`src/rtl/a2d_rr_sampler.sv`:
```
// Round-robin A2D front end: one two-transaction SPI conversion per nxt request,
// visiting channels 0,4,5,6. Define MISO_SYNC_EN to pass MISO through a 2-flop synchronizer.
module a2d_rr_sampler #(
    parameter int unsigned SCLK_DIV_W = 5
) (
    input  logic        clk,
    input  logic        rst,
    input  logic        nxt,
    input  logic        MISO,
    output logic        SS_n,
    output logic        SCLK,
    output logic        MOSI,
    output logic [11:0] lft_ld,
    output logic [11:0] rght_ld,
    output logic [11:0] steer_pot,
    output logic [11:0] batt,
    output logic        cnv_cmplt
);

    localparam int unsigned W    = SCLK_DIV_W;
    localparam int unsigned CW   = W + 5;
    localparam int unsigned HALF = 1 << (W - 1);

    localparam logic [CW-1:0]  TXN_LAST = CW'(34 * HALF - 1);
    localparam logic [CW-1:0]  GAP_LAST = CW'(HALF - 1);
    localparam logic [CW-1:0]  BITS_LO  = CW'(HALF);
    localparam logic [CW-1:0]  BITS_HI  = CW'(33 * HALF);
    localparam logic [W+3:0]   P_OFS    = (W + 4)'(HALF);

`ifdef MISO_SYNC_EN
    // Sample two cycles after the SCLK rise to line up with the synchronizer delay.
    localparam logic [W-2:0] SMP_OFS = (W - 1)'(2);
`else
    localparam logic [W-2:0] SMP_OFS = '0;
`endif

    typedef enum logic [1:0] {
        IDLE,
        CMD,
        GAP,
        READ
    } state_t;

    state_t          state, state_nxt;
    logic [CW-1:0]   cnt, cnt_nxt;
    logic [1:0]      rr;
    logic [11:0]     rx;
    logic [2:0]      chnl;
    logic [15:0]     cmd;
    logic            in_txn_nxt;
    logic            bits_nxt;
    logic [W+3:0]    p_nxt;
    logic [W+3:0]    p_cur;
    logic            sclk_nxt;
    logic            fall_nxt;
    logic            mosi_nxt;
    logic            sample;
    logic            done;
    logic            miso_smp;

`ifdef MISO_SYNC_EN
    logic miso_s1, miso_s2;

    always_ff @(posedge clk or posedge rst) begin
        if (rst) begin
            miso_s1 <= 1'b0;
            miso_s2 <= 1'b0;
        end else begin
            miso_s1 <= MISO;
            miso_s2 <= miso_s1;
        end
    end

    assign miso_smp = miso_s2;
`else
    assign miso_smp = MISO;
`endif

    always_comb begin
        chnl = 3'd0;
        case (rr)
            2'd0: chnl = 3'd0;
            2'd1: chnl = 3'd4;
            2'd2: chnl = 3'd5;
            2'd3: chnl = 3'd6;
            default: chnl = 3'd0;
        endcase
        cmd = {2'b00, chnl, 11'h000};
    end

    always_comb begin
        state_nxt = state;
        cnt_nxt   = cnt + 1'b1;
        done      = 1'b0;
        case (state)
            IDLE: begin
                cnt_nxt = '0;
                if (nxt) state_nxt = CMD;
            end
            CMD: begin
                if (cnt == TXN_LAST) begin
                    state_nxt = GAP;
                    cnt_nxt   = '0;
                end
            end
            GAP: begin
                if (cnt == GAP_LAST) begin
                    state_nxt = READ;
                    cnt_nxt   = '0;
                end
            end
            READ: begin
                if (cnt == TXN_LAST) begin
                    state_nxt = IDLE;
                    cnt_nxt   = '0;
                    done      = 1'b1;
                end
            end
            default: begin
                state_nxt = IDLE;
                cnt_nxt   = '0;
            end
        endcase
    end

    // SPI pins are registered, so decode the position of the coming cycle.
    always_comb begin
        in_txn_nxt = (state_nxt == CMD) || (state_nxt == READ);
        bits_nxt   = in_txn_nxt && (cnt_nxt >= BITS_LO) && (cnt_nxt < BITS_HI);
        p_nxt      = cnt_nxt[W+3:0] - P_OFS;
        sclk_nxt   = !(bits_nxt && !p_nxt[W-1]);
        fall_nxt   = bits_nxt && !p_nxt[W-1] && (p_nxt[W-2:0] == '0);
        mosi_nxt   = MOSI;
        if (!in_txn_nxt)
            mosi_nxt = 1'b0;
        else if (fall_nxt)
            mosi_nxt = cmd[4'd15 - p_nxt[W+3:W]];
    end

    always_comb begin
        p_cur  = cnt[W+3:0] - P_OFS;
        sample = (state == READ) && (cnt >= BITS_LO) && (cnt < BITS_HI)
                 && p_cur[W-1] && (p_cur[W-2:0] == SMP_OFS);
    end

    always_ff @(posedge clk or posedge rst) begin
        if (rst) begin
            state     <= IDLE;
            cnt       <= '0;
            SS_n      <= 1'b1;
            SCLK      <= 1'b1;
            MOSI      <= 1'b0;
            cnv_cmplt <= 1'b0;
            rr        <= '0;
            rx        <= '0;
            lft_ld    <= '0;
            rght_ld   <= '0;
            steer_pot <= '0;
            batt      <= '0;
        end else begin
            state     <= state_nxt;
            cnt       <= cnt_nxt;
            SS_n      <= !in_txn_nxt;
            SCLK      <= sclk_nxt;
            MOSI      <= mosi_nxt;
            cnv_cmplt <= done;
            // Only 12 bits are kept; the upper four shift out and are lost.
            if (sample) rx <= {rx[10:0], miso_smp};
            if (done) begin
                case (rr)
                    2'd0: lft_ld    <= rx;
                    2'd1: rght_ld   <= rx;
                    2'd2: steer_pot <= rx;
                    2'd3: batt      <= rx;
                    default: ;
                endcase
                rr <= rr + 1'b1;
            end
        end
    end

endmodule

```
`config.mk`:
```
export PLATFORM = sky130hd
export DESIGN_NAME = a2d_rr_sampler
export DESIGN_NICKNAME = d
export VERILOG_FILES = /design/src/rtl/a2d_rr_sampler.sv
export SDC_FILE = /design/constraint.sdc
export NUM_CORES = 1
export LEC_CHECK = 0
export BUFFER_PORTS_ARGS = -buffer_cell sky130_fd_sc_hd__buf_4
export CAP_MARGIN = 20
export CORE_MARGIN = 3
export CORE_UTILIZATION = 55
export DETAILED_ROUTE_END_ITERATION = 16
export GPL_ROUTABILITY_DRIVEN = 1
export PLACE_DENSITY = 0.77
export SYNTH_ARGS = -nofsm -noshare
export SYNTH_HDL_FRONTEND = slang
export SYNTH_SLANG_ARGS = --single-unit
```
`constraint.sdc`:
```
create_clock -name clk -period 5.61 [get_ports clk]
set_input_delay 1.122 -clock clk [delete_from_list [all_inputs] [get_ports clk]]
set_output_delay 1.122 -clock clk [all_outputs]
set_load 0.02 [all_outputs]
```
==> metrics <==
Comb pwr share=0.013; Total GRT Usage=0.197; hold-critical path depth=1; Syn Inst Count=259; number of flops mapped to enable cells by yosys=0; Die X=87.6 microns; Sw Share=0.209; vias in the first global route=2,193; fmax=0.360 GHz; DRT Wirelength=7.02 mm; row cnt=29; Starting Density=0.573; Final period util=0.495; Initial DRC Count=138; routed len/inst=17.7 microns; sequential share of power=0.548; first-pass GRT wire length=11.4 mm; via count=2,196; HP Start=lft_ld[9]; post-cts sizing count=0; R2R Path Start=cnt[0]; slowest CP cell=dfrtp_1; initial antenna violation count=0; clock sink count=78; number of top-level pins=56; clock group share of total power=0.439; layout cell share with drive strength beyond 1=0.461; kind of critical path=reg -> reg; hold buffers post-CTS=0; Switching Power=214 uW; Avg Inst Size Synth=14.1 sq um; Slew Viols, Final=0; CP Capture Type=register; Max clock buf depth=2; die height=87.6 microns; TNS Setup=0 ns; post-synthesis net count=272; nets=328; Core Region=0.00639 sq mm; reg2reg end=MOSI; PD cells=239 mW/mm^2; critical path's largest stage delay=0.44 ns; status=complete, no violations; Max Cap Violations=0; post-synth cell types=51; Post-CTS Setup Inserts=0; yosys warns=0; Syn Std Cell Area=0.00366 sq mm; GP Congestion=0.808; delay-heaviest family, CP=simple AND/OR/NAND/NOR gates; crit path buf inv count=0; Worst Hold Class=reg -> reg; crit path time final=2.78 ns; relative slew slack=0.357; router iterations before antenna repair=4; Skew-Pair Late Insertion Delay=0.34 ns; register area share after synthesis=0.534; CTS Buf Count=9; die area=0.00767 sq mm; gr ovfl total=0; most frequent cells in the layout=dfrtp_1 (76), buf_4 (56), mux2_4 (40); Top FF cell, synth=dfrtp_1; peak supply drop=0.209 mV; Internal=812 uW; H-tree Lvls=3; n_diodes=0; startpoint types=register; Pwr Total=1.03 mW; clk root buf=clkbuf_8; TritonCTS clock tree=built; R2R setup slack=2.83 ns; Leak=2.32 nW; remaining antenna violation count=0; flops & latches, synth=78; R2R depth=11; most common cell after layout, fill and taps aside=dfrtp_1; crit-path cells=ha_1 > nand3_4 > a211oi_2 > nor2_1 > nand2b_1 > ha_1 > nor2_1 > a21oi_1 > and4_4 > o41ai_1 > mux2i_1; Hold EP=lft_ld[9]; RSZ-0062 raised after global routing=no; vias per cell=5.55; Final Hold Vio Count=0; CP max FO=10; Clk pin slew, worst setup/hold paths=0.08 ns; Final Setup Violations=0; Final Util=0.672; DP HPWL=4.75 mm; Remaining DRCs=0; ys async rst share=1.00; Critical Path RT=5.83 ns; worst-margin pin slew=0.965 ns; P&R area growth vs syn=17.3%; Clock Skews=0.00899 ns; largest net degree at the start of global routing=79; CP arrival=3.00 ns; Port Buf Inserts=55
[final cells by class]
cell class / instances / area (sq um)
flip-flops and latches: 78 / 1950
clock inverters: 6 / 86.3
inverters: 10 / 37.5
well taps: 77 / 96.3
multi-input cells: 160 / 1580
fillers: 474 / 2090
repair buffers: 56 / 420
clock buffers: 9 / 124
[cells by family after synthesis]
family,count (synthesis),synth area share
flip-flops,78,0.534
AO/OA/AOI/OAI,18,0.0345
XOR/XNOR,12,0.0338
adder cells (fa/ha/maj),9,0.0307
buffers and inverters,21,0.0362
AND/OR/NAND/NOR,60,0.103
multiplexers,61,0.228
[per-stage QoR]
step | setup slack [ns] | hold WS (ns) | area [sq um] | std cells
floorplan | 2.50 | 0.480 | 3660 | 259
global placement | 2.93 | 0.496 | 4080 | 381
detailed placement | 2.82 | 0.495 | 4080 | 381
CTS | 2.82 | 0.518 | 4290 | 396
global route | 2.56 | 0.532 | 4290 | 396
finish | 2.83 | 0.515 | 4290 | 396
[cell usage after synthesis (2+ instances only)]
master,n,area (sq um)
dfrtp_1,76,1900
mux2_4,40,601
mux2_2,20,225
nand2_1,12,45.0
inv_1,10,37.5
nor2_1,10,37.5
ha_1,9,113
xnor2_1,8,70.1
nand3_1,6,30.0
buf_6,4,45.0
nand2_4,4,45.0
nor3_1,4,20.0
a21oi_1,3,15.0
and2_1,3,18.8
buf_2,3,15.0
o21ai_0,3,15.0
xor2_1,3,26.3
a22oi_1,2,15.0
a31oi_1,2,12.5
dfstp_2,2,52.6
nand4_1,2,12.5
nor3b_1,2,15.0
nor4b_1,2,17.5
o31ai_1,2,15.0
[worst max-delay path by stage]
stage | from | end | cells past startpoint
after global placement | cnt[0] | MOSI | 11
after detailed placement | cnt[0] | MOSI | 11
final | cnt[0] | MOSI | 11
after global routing | cnt[0] | MOSI | 11
after CTS | cnt[0] | MOSI | 11
after floorplan | rst | MOSI | 1
[state kept, by name, summed over array words and instances, names as in the netlist]
register	flops
SCLK	1
rx	12
state	2
rr	2
rght_ld	12
lft_ld	12
batt	12
cnt	10
steer_pot	12
cnv_cmplt	1
SS_n	1
MOSI	1
[worst reg2reg max path, stage by stage (launching register included)]
cell and delay, ns:
dfrtp_1 0.44, ha_1 0.32, nand3_4 0.18, a211oi_2 0.07, nor2_1 0.33, nand2b_1 0.16, ha_1 0.34, nor2_1 0.10
a21oi_1 0.06, and4_4 0.19, o41ai_1 0.36, mux2i_1 0.11
[power groups by stage]
stage	Clock (mW)	Sequential (mW)	Combinational (mW)
floorplan	0	0.574	0.00855
global placement	0	0.574	0.0140
detailed placement	0	0.574	0.0139
CTS	0.459	0.563	0.0139
global route	0.482	0.563	0.0153
finish	0.451	0.563	0.0130
[per-layer routing]
layer / share of wire / up-vias / GRT usage
met3: 0.037 / 10 / 0.0386
met5: 0 / - / 0
met1: 0.48 / 1112 / 0.280
met4: 0.019 / 0 / 0.0823
li1: - / 1025 / -
met2: 0.47 / 49 / 0.297
Note: power is estimated with default switching activity, not from simulation.
